$ cat src/rtl/rob_commit.sv
// rob_commit: reorder buffer. Allocates one entry per decoded instruction,
// captures RS ALU / LSB result broadcasts, forwards results to operand
// lookups, and retires strictly in program order (register writeback,
// store release, branch-mispredict flush with redirect PC).
// Ports:
//   clk_in, rst_in (sync active-low), rdy_in (global stall when 0)
//   is_dc/dc_*        : decoder issue (pc, kind 0=reg 1=store 2=branch, rd, pred, alt_pc)
//   rob_tail/rob_full : id of the next allocation / registered back-pressure
//   qi_*/qj_*         : combinational operand lookup with broadcast forwarding
//   is_rs/rs_*, is_lsb/lsb_* : result broadcasts (LSB wins on same id)
//   commit_reg/rd/value/id, commit_store, rob_clear/clear_pc : registered retire pulses
// Optional: define ROB_COMMIT_TRACE_EN to print a line for every commit.
module rob_commit #(
  parameter int unsigned ROB_SIZE = 16,
  parameter int unsigned ROB_W    = 4
) (
  input  logic             clk_in,
  input  logic             rst_in,
  input  logic             rdy_in,
  input  logic             is_dc,
  input  logic [31:0]      dc_pc,
  input  logic [1:0]       dc_kind,
  input  logic [4:0]       dc_rd,
  input  logic             dc_pred,
  input  logic [31:0]      dc_alt_pc,
  output logic [ROB_W-1:0] rob_tail,
  output logic             rob_full,
  input  logic [ROB_W-1:0] qi_id,
  input  logic [ROB_W-1:0] qj_id,
  output logic             qi_ready,
  output logic             qj_ready,
  output logic [31:0]      qi_value,
  output logic [31:0]      qj_value,
  input  logic             is_rs,
  input  logic [ROB_W-1:0] rs_rob_id,
  input  logic [31:0]      rs_output,
  input  logic             is_lsb,
  input  logic [ROB_W-1:0] lsb_rob_id,
  input  logic [31:0]      lsb_res,
  output logic             commit_reg,
  output logic [4:0]       commit_rd,
  output logic [31:0]      commit_value,
  output logic [ROB_W-1:0] commit_id,
  output logic             commit_store,
  output logic             rob_clear,
  output logic [31:0]      clear_pc
);

  localparam int unsigned CNT_W = ROB_W + 1;
  localparam logic [1:0] KIND_REG   = 2'd0;
  localparam logic [1:0] KIND_STORE = 2'd1;
  localparam logic [1:0] KIND_BR    = 2'd2;

  logic [ROB_W-1:0]    head, tail;
  logic [CNT_W-1:0]    count;
  logic [ROB_SIZE-1:0] e_valid, e_ready, e_pred;
  logic [1:0]          e_kind   [ROB_SIZE];
  logic [4:0]          e_rd     [ROB_SIZE];
  logic [31:0]         e_alt_pc [ROB_SIZE];
  logic [31:0]         e_value  [ROB_SIZE];

  logic             full_now, alloc, do_commit, rs_cap, lsb_cap, mispred;
  logic [CNT_W-1:0] next_count;

  assign rob_tail = tail;

  // Update enables; the rob_clear cycle discards issue, capture and commit.
  always_comb begin
    full_now   = (count == CNT_W'(ROB_SIZE));
    alloc      = rdy_in && !rob_clear && is_dc && !full_now;
    do_commit  = rdy_in && !rob_clear && (count != '0) && e_valid[head] && e_ready[head];
    rs_cap     = rdy_in && !rob_clear && is_rs && e_valid[rs_rob_id] &&
                 !(alloc && (rs_rob_id == tail));
    lsb_cap    = rdy_in && !rob_clear && is_lsb && e_valid[lsb_rob_id] &&
                 !(alloc && (lsb_rob_id == tail));
    mispred    = (e_kind[head] == KIND_BR) && (e_value[head][0] != e_pred[head]);
    next_count = count + CNT_W'(alloc) - CNT_W'(do_commit);
  end

  // Operand lookup: same-cycle broadcast forwarding, LSB over RS over entry.
  always_comb begin
    qi_ready = e_ready[qi_id];
    qi_value = e_value[qi_id];
    if (is_rs && (rs_rob_id == qi_id)) begin
      qi_ready = 1'b1;
      qi_value = rs_output;
    end
    if (is_lsb && (lsb_rob_id == qi_id)) begin
      qi_ready = 1'b1;
      qi_value = lsb_res;
    end
    qj_ready = e_ready[qj_id];
    qj_value = e_value[qj_id];
    if (is_rs && (rs_rob_id == qj_id)) begin
      qj_ready = 1'b1;
      qj_value = rs_output;
    end
    if (is_lsb && (lsb_rob_id == qj_id)) begin
      qj_ready = 1'b1;
      qj_value = lsb_res;
    end
  end

  // Control state, entry status bits and registered retire outputs.
  always_ff @(posedge clk_in) begin
    if (!rst_in) begin
      head         <= '0;
      tail         <= '0;
      count        <= '0;
      e_valid      <= '0;
      e_ready      <= '0;
      rob_full     <= 1'b0;
      commit_reg   <= 1'b0;
      commit_store <= 1'b0;
      rob_clear    <= 1'b0;
      commit_rd    <= '0;
      commit_value <= '0;
      commit_id    <= '0;
      clear_pc     <= '0;
    end else if (rob_clear) begin
      // Flush edge: everything younger than the mispredicted branch is dropped.
      head         <= '0;
      tail         <= '0;
      count        <= '0;
      e_valid      <= '0;
      e_ready      <= '0;
      rob_full     <= 1'b0;
      commit_reg   <= 1'b0;
      commit_store <= 1'b0;
      rob_clear    <= 1'b0;
    end else if (!rdy_in) begin
      commit_reg   <= 1'b0;
      commit_store <= 1'b0;
    end else begin
      commit_reg   <= 1'b0;
      commit_store <= 1'b0;
      if (alloc) begin
        e_valid[tail] <= 1'b1;
        e_ready[tail] <= (dc_kind == KIND_STORE);
        tail          <= tail + ROB_W'(1);
      end
      if (rs_cap)  e_ready[rs_rob_id]  <= 1'b1;
      if (lsb_cap) e_ready[lsb_rob_id] <= 1'b1;
      if (do_commit) begin
        e_valid[head] <= 1'b0;
        e_ready[head] <= 1'b0;
        head          <= head + ROB_W'(1);
        commit_id     <= head;
        case (e_kind[head])
          KIND_REG: begin
            commit_reg   <= 1'b1;
            commit_rd    <= e_rd[head];
            commit_value <= e_value[head];
          end
          KIND_STORE: commit_store <= 1'b1;
          default: begin
            if (mispred) begin
              rob_clear <= 1'b1;
              clear_pc  <= e_alt_pc[head];
            end
          end
        endcase
      end
      count    <= next_count;
      rob_full <= (next_count >= CNT_W'(ROB_SIZE - 1));
    end
  end

  // Entry payload; only meaningful while the entry is valid, so no reset.
  always_ff @(posedge clk_in) begin
    if (alloc) begin
      e_kind[tail]   <= dc_kind;
      e_rd[tail]     <= dc_rd;
      e_pred[tail]   <= dc_pred;
      e_alt_pc[tail] <= dc_alt_pc;
    end
    if (rs_cap)  e_value[rs_rob_id]  <= rs_output;
    if (lsb_cap) e_value[lsb_rob_id] <= lsb_res;
  end

`ifndef SYNTHESIS
  // Issue with a completely full buffer is dropped; flag it in simulation.
  always_ff @(posedge clk_in) begin
    if (rst_in && rdy_in && !rob_clear && is_dc && full_now)
      $display("rob_commit: issue while full ignored (tail=%0d)", tail);
  end
`endif

`ifdef ROB_COMMIT_TRACE_EN
  logic [31:0] e_pc [ROB_SIZE];

  always_ff @(posedge clk_in) begin
    if (alloc) e_pc[tail] <= dc_pc;
  end

  always_ff @(posedge clk_in) begin
    if (rst_in && do_commit)
      $display("rob commit id=%0d pc=%h kind=%0d rd=%0d value=%h%s",
               head, e_pc[head], e_kind[head], e_rd[head], e_value[head],
               mispred ? " MISPRED" : "");
  end
`else
  logic unused_dc_pc;
  assign unused_dc_pc = ^dc_pc;
`endif

endmodule

$ cat config.mk
export PLATFORM = sky130hd
export DESIGN_NAME = rob_commit
export DESIGN_NICKNAME = d
export VERILOG_FILES = /design/src/rtl/rob_commit.sv
export SDC_FILE = /design/constraint.sdc
export NUM_CORES = 2
export LEC_CHECK = 0
export BUFFER_PORTS_ARGS = -buffer_cell sky130_fd_sc_hd__buf_2
export CAP_MARGIN = 25
export CORE_MARGIN = 2
export CORE_UTILIZATION = 40
export DETAILED_ROUTE_END_ITERATION = 6
export PLACE_DENSITY_LB_ADDON = 0.08
export SLEW_MARGIN = 20
export SYNTH_ARGS = -nofsm -noshare
export SYNTH_HDL_FRONTEND = slang
export SYNTH_SLANG_ARGS = --single-unit
export TNS_END_PERCENT = 20
$ cat constraint.sdc
create_clock -name clk_in -period 9.75 [get_ports clk_in]
set_clock_uncertainty 0.05 [all_clocks]
set_input_delay 0.975 -clock clk_in [delete_from_list [all_inputs] [get_ports clk_in]]
set_output_delay 0.975 -clock clk_in [all_outputs]
set_load 0.01 [all_outputs]
## After elaboration in Yosys (flattened, before gate mapping)

Memories as Yosys holds them, arrays and structs flattened. A register that Yosys moved wholly into a read port is not among the register bits.
Index checks and enable logic that the tools add are counted.

| word-level totals | value |
|---|---|
| register bits | 101 |
| RAM bits | 1136 |
| bits of input ports | 158 |
| word-level logic and storage cells | 156 |
| memories kept | 4 |

Memories:

| name | depth | width | read ports | clocked after Yosys merged registers in | wr ports | line | text |
|---|---|---|---|---|---|---|---|
| e_alt_pc | 16 | 32 | 1 | 1 | 1 | 59 | `logic [31:0] e_alt_pc [ROB_SIZE];` |
| e_value | 16 | 32 | 3 | 1 | 2 | 60 | `logic [31:0] e_value [ROB_SIZE];` |
| e_rd | 16 | 5 | 1 | 1 | 1 | 58 | `logic [4:0] e_rd [ROB_SIZE];` |
| e_kind | 16 | 2 | 1 | 1 | 1 | 57 | `logic [1:0] e_kind [ROB_SIZE];` |

| operators by class | value |
|---|---|
| add/subtract/negate cells | 4 |
| order comparisons | 11 |
| eq/ne operators | 11 |
| muxes and demuxes | 63 |
| bitwise gates (word level) | 11 |
| reduce and logical (&&, ||, !) cells | 40 |

Operator list:

| operator | number |
|---|---|
| 16-bit two-way mux | 18 |
| 32-bit two-way mux | 4 |
| 16-bit bitwise OR | 3 |
| 16-bit bitwise AND | 2 |
| 16-bit bitwise mux | 2 |
| 4-bit by 5-bit less-than comparator with 1-bit output (second input constant) | 6 |
| 1-bit binary-select mux with 4-bit select | 7 |
| 4-bit == test | 6 |
| 1-bit two-way mux | 24 |
| 1-bit logical AND | 23 |
| 1-bit demux with 4-bit select | 4 |
| 4-bit by 1-bit greater-or-equal comparator with 1-bit output (second input constant) | 4 |
| 4-bit two-way mux | 4 |
| 16-bit inverter | 1 |
| 4-bit by 1-bit adder with 4-bit output (second input constant) | 2 |
| 1-bit logical NOT | 6 |
| 6-bit OR reduction | 1 |
| 5-bit by 1-bit adder with 5-bit output | 1 |
| 5-bit == test (second input constant) | 1 |
| 5-bit by 4-bit greater-or-equal comparator with 1-bit output (second input constant) | 1 |
| 1-bit inverter | 5 |
| 5-bit AND reduction | 1 |
| 5-bit nonzero test | 1 |
| 5-bit by 1-bit subtractor with 5-bit output | 1 |
| 9 further kinds | 12 |

## Logic depth before layout (Yosys ltp)

| logic depth | value |
|---|---|
| depth after elaboration | 21 |
| mapped depth | 17 |

## Worst setup path after synthesis

No wires, ideal clock.

| timing path | value |
|---|---|
| path type | input to register |
| start | input rs_rob_id[1] |
| end | register e_ready[12] |
| arrival | 5.713 ns |
| path slack | 3.914 ns |
| stages | 6 |
| path through | clkbuf_1 clkbuf_1 mux4_2 nand3_1 o41ai_1 o211a_1 |

| on the way | value |
|---|---|
| cells in the longest elaborated chain, start to end | 16 |
| elaborated cells between the ends (all ways) | 24 |
| those cells by class | order compare (2); eq/ne (1); mux (13); bitwise (3); reduce/logical (5) |

RTL lines:

| what | line | text |
|---|---|---|
| start, declared | 35 | `input logic [ROB_W-1:0] rs_rob_id,` |
| 4-bit by 5-bit less-than comparator with 1-bit output (not written as such) / 4-bit by 1-bit greater-or-equal comparator with 1-bit output (equally long branches) | 142 | `if (rs_cap) e_ready[rs_rob_id] <= 1'b1;` |
| 1-bit logical AND (not written as such) | 142 |  |
| 1-bit two-way mux (not written as such) | 142 |  |
| 1-bit demux with 4-bit select | 142 |  |
| 16-bit bitwise OR (no source line) | - |  |
| 16-bit two-way mux * | 142 |  |
| 16-bit two-way mux * | 131 | `end else if (!rdy_in) begin` |
| 16-bit two-way mux * | 120 | `end else if (rob_clear) begin` |
| 16-bit two-way mux * | 106 | `if (!rst_in) begin` |
| 16-bit bitwise OR (no source line) | - |  |
| 16-bit two-way mux * | 143 | `if (lsb_cap) e_ready[lsb_rob_id] <= 1'b1;` |
| 16-bit two-way mux * | 131 |  |
| 16-bit two-way mux * | 120 |  |
| 16-bit two-way mux * | 106 |  |
| 16-bit bitwise AND (no source line) | - |  |
| 16-bit two-way mux * | 144 | `if (do_commit) begin` |
| end signal, assigned by index | 139 | `e_ready[tail] <= (dc_kind == KIND_STORE);` |
| end, declared | 56 | `logic [ROB_SIZE-1:0] e_valid, e_ready, e_pred;` |

Every way passes the cells marked *; elsewhere a longest branch is shown, timed or not. The select of a mux whose other input is x is not followed.
A chain may end at the register's enable or synchronous reset.

## Worst setup path after layout

| timing path | value |
|---|---|
| start | input qj_id[0] |
| end | output qj_value[0] |

| on the way | value |
|---|---|
| cells in the longest elaborated chain, start to end | 4 |
| elaborated cells between the ends (all ways) | 7 |
| those cells by class | eq/ne (2); mux (2); reduce/logical (2); memory (1) |

RTL lines:

| what | line | text |
|---|---|---|
| start, declared | 29 | `input logic [ROB_W-1:0] qj_id,` |
| branches (longest 3 deep; another with memory 16 x 32 bit) | - |  |
| 32-bit two-way mux * | 98 | `if (is_lsb && (lsb_rob_id == qj_id)) begin` |
| end, declared | 33 | `output logic [31:0] qj_value,` |

Every way passes the cells marked *.

==> results.md <==
- The count of maximum capacitance violations is 0.
- The power density over the cells is between 150 and 200 nW/um2.
- CTS saw ~1300 sinks.
- The first global-routing pass estimated 295500 um of wire.
- The accumulated negative setup slack is 0 ns.
- The beginning of the critical path is qj_id[0].
- After detailed routing, the number of remaining DRC violations is 0.
- The detail-routed via count per cell is 6.170.
- The hold violation total from the final report is 0.
- In this run the horizontal extent of the chip is a little over 400 um.
- Leaving out fill and tap cells, the most frequent cell in the layout is sky130_fd_sc_hd__edfxtp_1.
- For this run, the share of the core covered by cells in the final layout is 45.72%.
- The number of enable flip-flop cells after synthesis is 1152.
- The filler cells instantiated in the layout total 13752.
- The sum of routed wire segments on met1 is 84080 um.
- Setup repair after global routing left no endpoint under its margin.
- The largest registers in the layout are e_alt_pc (512), e_value (512), e_rd (80).
- The post-cts resize count is 0.
- The clock latency reported for the late side of the worst-skew pair is 0.78 ns.
- The final weighted congestion in routability-driven placement is 0.7845.
- The net count of the finished layout is 3909.
- The length of routed met2 wiring is a little over 100000 um.
- The maximum clock frequency is 182.7 MHz.
- The routed design could run at a clock period as short as 5.473 ns.
- The number of design-rule violations left by the first detailed-router iteration is 4107.
- The highest layer used for signal routing is met5.
- In the layout the commonest cells are sky130_fd_sc_hd__edfxtp_1, sky130_fd_sc_hd__mux4_2, sky130_fd_sc_hd__mux2_2.
- The critical path is of the in -> out type.
- The number of nets with antenna violations after routing is 0.
- The peak ir drop on the vdd network is roughly 0.16 mV.
- The global router's overall resource usage is 25.51%.
- TritonCTS built the clock tree.
- The core region is 160900 um2.
- In this run the vertical extent of the chip is 407.0 um.
- The number of max-slew violations in the final report is 0.
- The routed via count is 37161.
- The die covers 165700 um2.
- After floorplanning, the core was divided into 147 placement rows.
- The post-CTS setup buffer count is 0.
- The run finished with clean final reports.
- The maximum number of pins on one net before global-route repair is 125.
- The worst reg2reg path startpoint is count[3]$_SDFFE_PP0P_.
- The clock-pin transition on the worst setup and hold timing paths is about 0.05 ns.
- The number of I/O port buffers is 272.
- STA classifies the critical path startpoint as an input pin.
- The synthesized design contains 1278 register bits.
- In this run the tightest slew margin relative to its limit is 28.26%.
- In this design, the stage delay of the slowest critical-path cell is 0.77 ns.
- Walking the worst path, the cells encountered are buf_8, buf_12, xor2_1, nor4_2, buf_4, o21ai_0, buf_2.
- The final cycle utilization of the critical path is ~56%.
- The power consumption is 12330 uW.
- The final global-route overflow total is 0.
- Synthesis instantiated 53 different standard cells from the library.
- The worst-margin pin slew is 1.076 ns.
- The first detailed-routing pass took 6 iterations.
- Of all nets on the critical path, the largest fanout is 72.
- The critical path data required time is 8.73 ns.
- The startpoint identified for the worst hold timing path is commit_value[15]$_SDFFE_PN0P_.
- The average wire length per cell after detail routing is 34.88 um.
- The clock root buffer is sky130_fd_sc_hd__clkbuf_16.
- The slowest stage of the critical path is the sky130_fd_sc_hd__buf_4 cell.
- The net count after synthesis is 3741.
- The most used flip-flop cell after synthesis is sky130_fd_sc_hd__edfxtp_1.
- The synthesized netlist occupies a cell area of approximately 65000 um2.
- The fraction of final layout cells with drive strength greater than 1 is 48.25%.
- From synthesis to final layout, the design area changed by 13.24%.
- The length of routed met3 wiring is 16350 um.
- After legalization and detailed placement, the total HPWL measured 111800 um.
- The total of hold buffers inserted after clock tree synthesis is 0.
- The via count of the first global-routing pass is 39379.
- Counting the buffers created by CTS gives 150.
- For this configuration, the core starts out at a cell density of 40.37%.
- Sequential cells were found to cover 57.12% of the synthesized design area.
- The count of boundary I/O pins is 305.
- For this run, the number of Yosys warnings is 0.
- The final-report setup violation count is 0.
- The path class of the tightest hold or removal check is reg -> reg.
- The total leakage power is 0.02362 uW.
- The synthesized area per cell is 18.21 um2.
- The async set or reset register ratio after synthesis is 0%.
- STA puts the critical path data arrival time at approximately 4.5 ns.
- The count of mapped cells out of synthesis is 3568.
- The number of antenna violations at the first check in global routing is 31.
- The clock tree synthesis step divided the H-tree into 4 levels.
- The worst setup path is captured at a primary output.
- The final layout contains routed wiring with a total length of 210100 um.
- The number of buffers on the longest clock path is 3.
==> path summary, 6_finish.rpt <==
| path | to | slack (ns) | cells after the start |
|---|---|---|---|
| hold reg to reg | commit_value[15]$_SDFFE_PN0P_ | 0.41 | 2 |
| setup reg to reg | e_value[11][12]$_DFFE_PP_ | 4.73 | 10 |
| hold / removal | commit_value[15]$_SDFFE_PN0P_ | 0.41 | 2 |
| setup / recovery | qj_value[0] | 4.28 | 7 |
==> kinds of logic (layout without fill, tap and decap cells) <==
family	Yosys count	after routing	synth area share [%]
AO/OA/AOI/OAI	133	133	1.319
XOR/XNOR	36	36	0.4853
adder cells (fa/ha/maj)	15	15	0.3004
buffers and inverters	371	660	2.598
flip-flops	1278	1278	57.12
multiplexers	1373	1373	35.65
other	0	6	0
AND/OR/NAND/NOR	362	362	2.523
==> area by class of cell <==
cell class,instances,area [um2],area share (%)
antenna,6,15.01,0.02041
clock buffer,195,4045,5.498
clock inverter,78,749.5,1.019
inverter,22,90.09,0.1224
multi-input combinational,1919,26600,36.16
sequential,1278,37140,50.48
tap,2160,2703,3.673
timing repair buffer,365,2232,3.034
==> cell usage after synthesis (all sizes together), types with 9 or more instances <==
cell type | count | area share (%)
inv | 22 | 0.13
clkbuf | 187 | 1.1
o2111ai | 10 | 0.13
ha | 14 | 0.27
a21oi | 9 | 0.069
and3 | 16 | 0.15
nor2b | 15 | 0.14
o211a | 16 | 0.25
nor2 | 44 | 0.26
o21ai | 75 | 0.58
nand2 | 221 | 1.3
nor3 | 12 | 0.10
mux2 | 520 | 9.0
edfxtp | 1152 | 53
mux4 | 701 | 24
a211oi | 10 | 0.12
nand3 | 16 | 0.13
mux2i | 152 | 2.3
xor2 | 15 | 0.20
buf | 162 | 1.4
xnor2 | 21 | 0.28
dfxtp | 126 | 3.9
==> worst max-delay path: cells and delay by family <==
| family | cells | cell delay [ns] |
|---|---|---|
| XOR/XNOR | 1 | 0.17 |
| AO/OA/AOI/OAI | 1 | 0.56 |
| AND/OR/NAND/NOR | 1 | 0.24 |
| buffers and inverters | 4 | 2.31 |
==> metal layers <==
metal  vias to the layer above  GRT usage [%]
met5                         -              0
li1                      15186              -
met1                     19944          33.77
met2                      1578          41.91
met4                        30          8.908
met3                       423          5.172
==> stage by stage <==
step	cells	hold WS [ns]	worst slack [ns]	cell area (um2)
after floorplan	3568	0.4104	3.914	64970
after global placement	5739	0.3931	3.954	68640
after detailed placement	5741	0.4019	3.848	68690
after CTS	6014	0.4118	4.244	73490
after global routing	6019	0.4323	4.031	73570
final	6023	0.4057	4.277	73580
==> power breakdown <==
part | leakage (uW) | switching [uW] | internal [uW]
combinational | 0.00989 | 465 | 343
clock | 0.00235 | 2330 | 3190
sequential | 0.0114 | 11.5 | 5990
total | 0.0236 | 2810 | 9520
(Power assumes the default switching activity.)
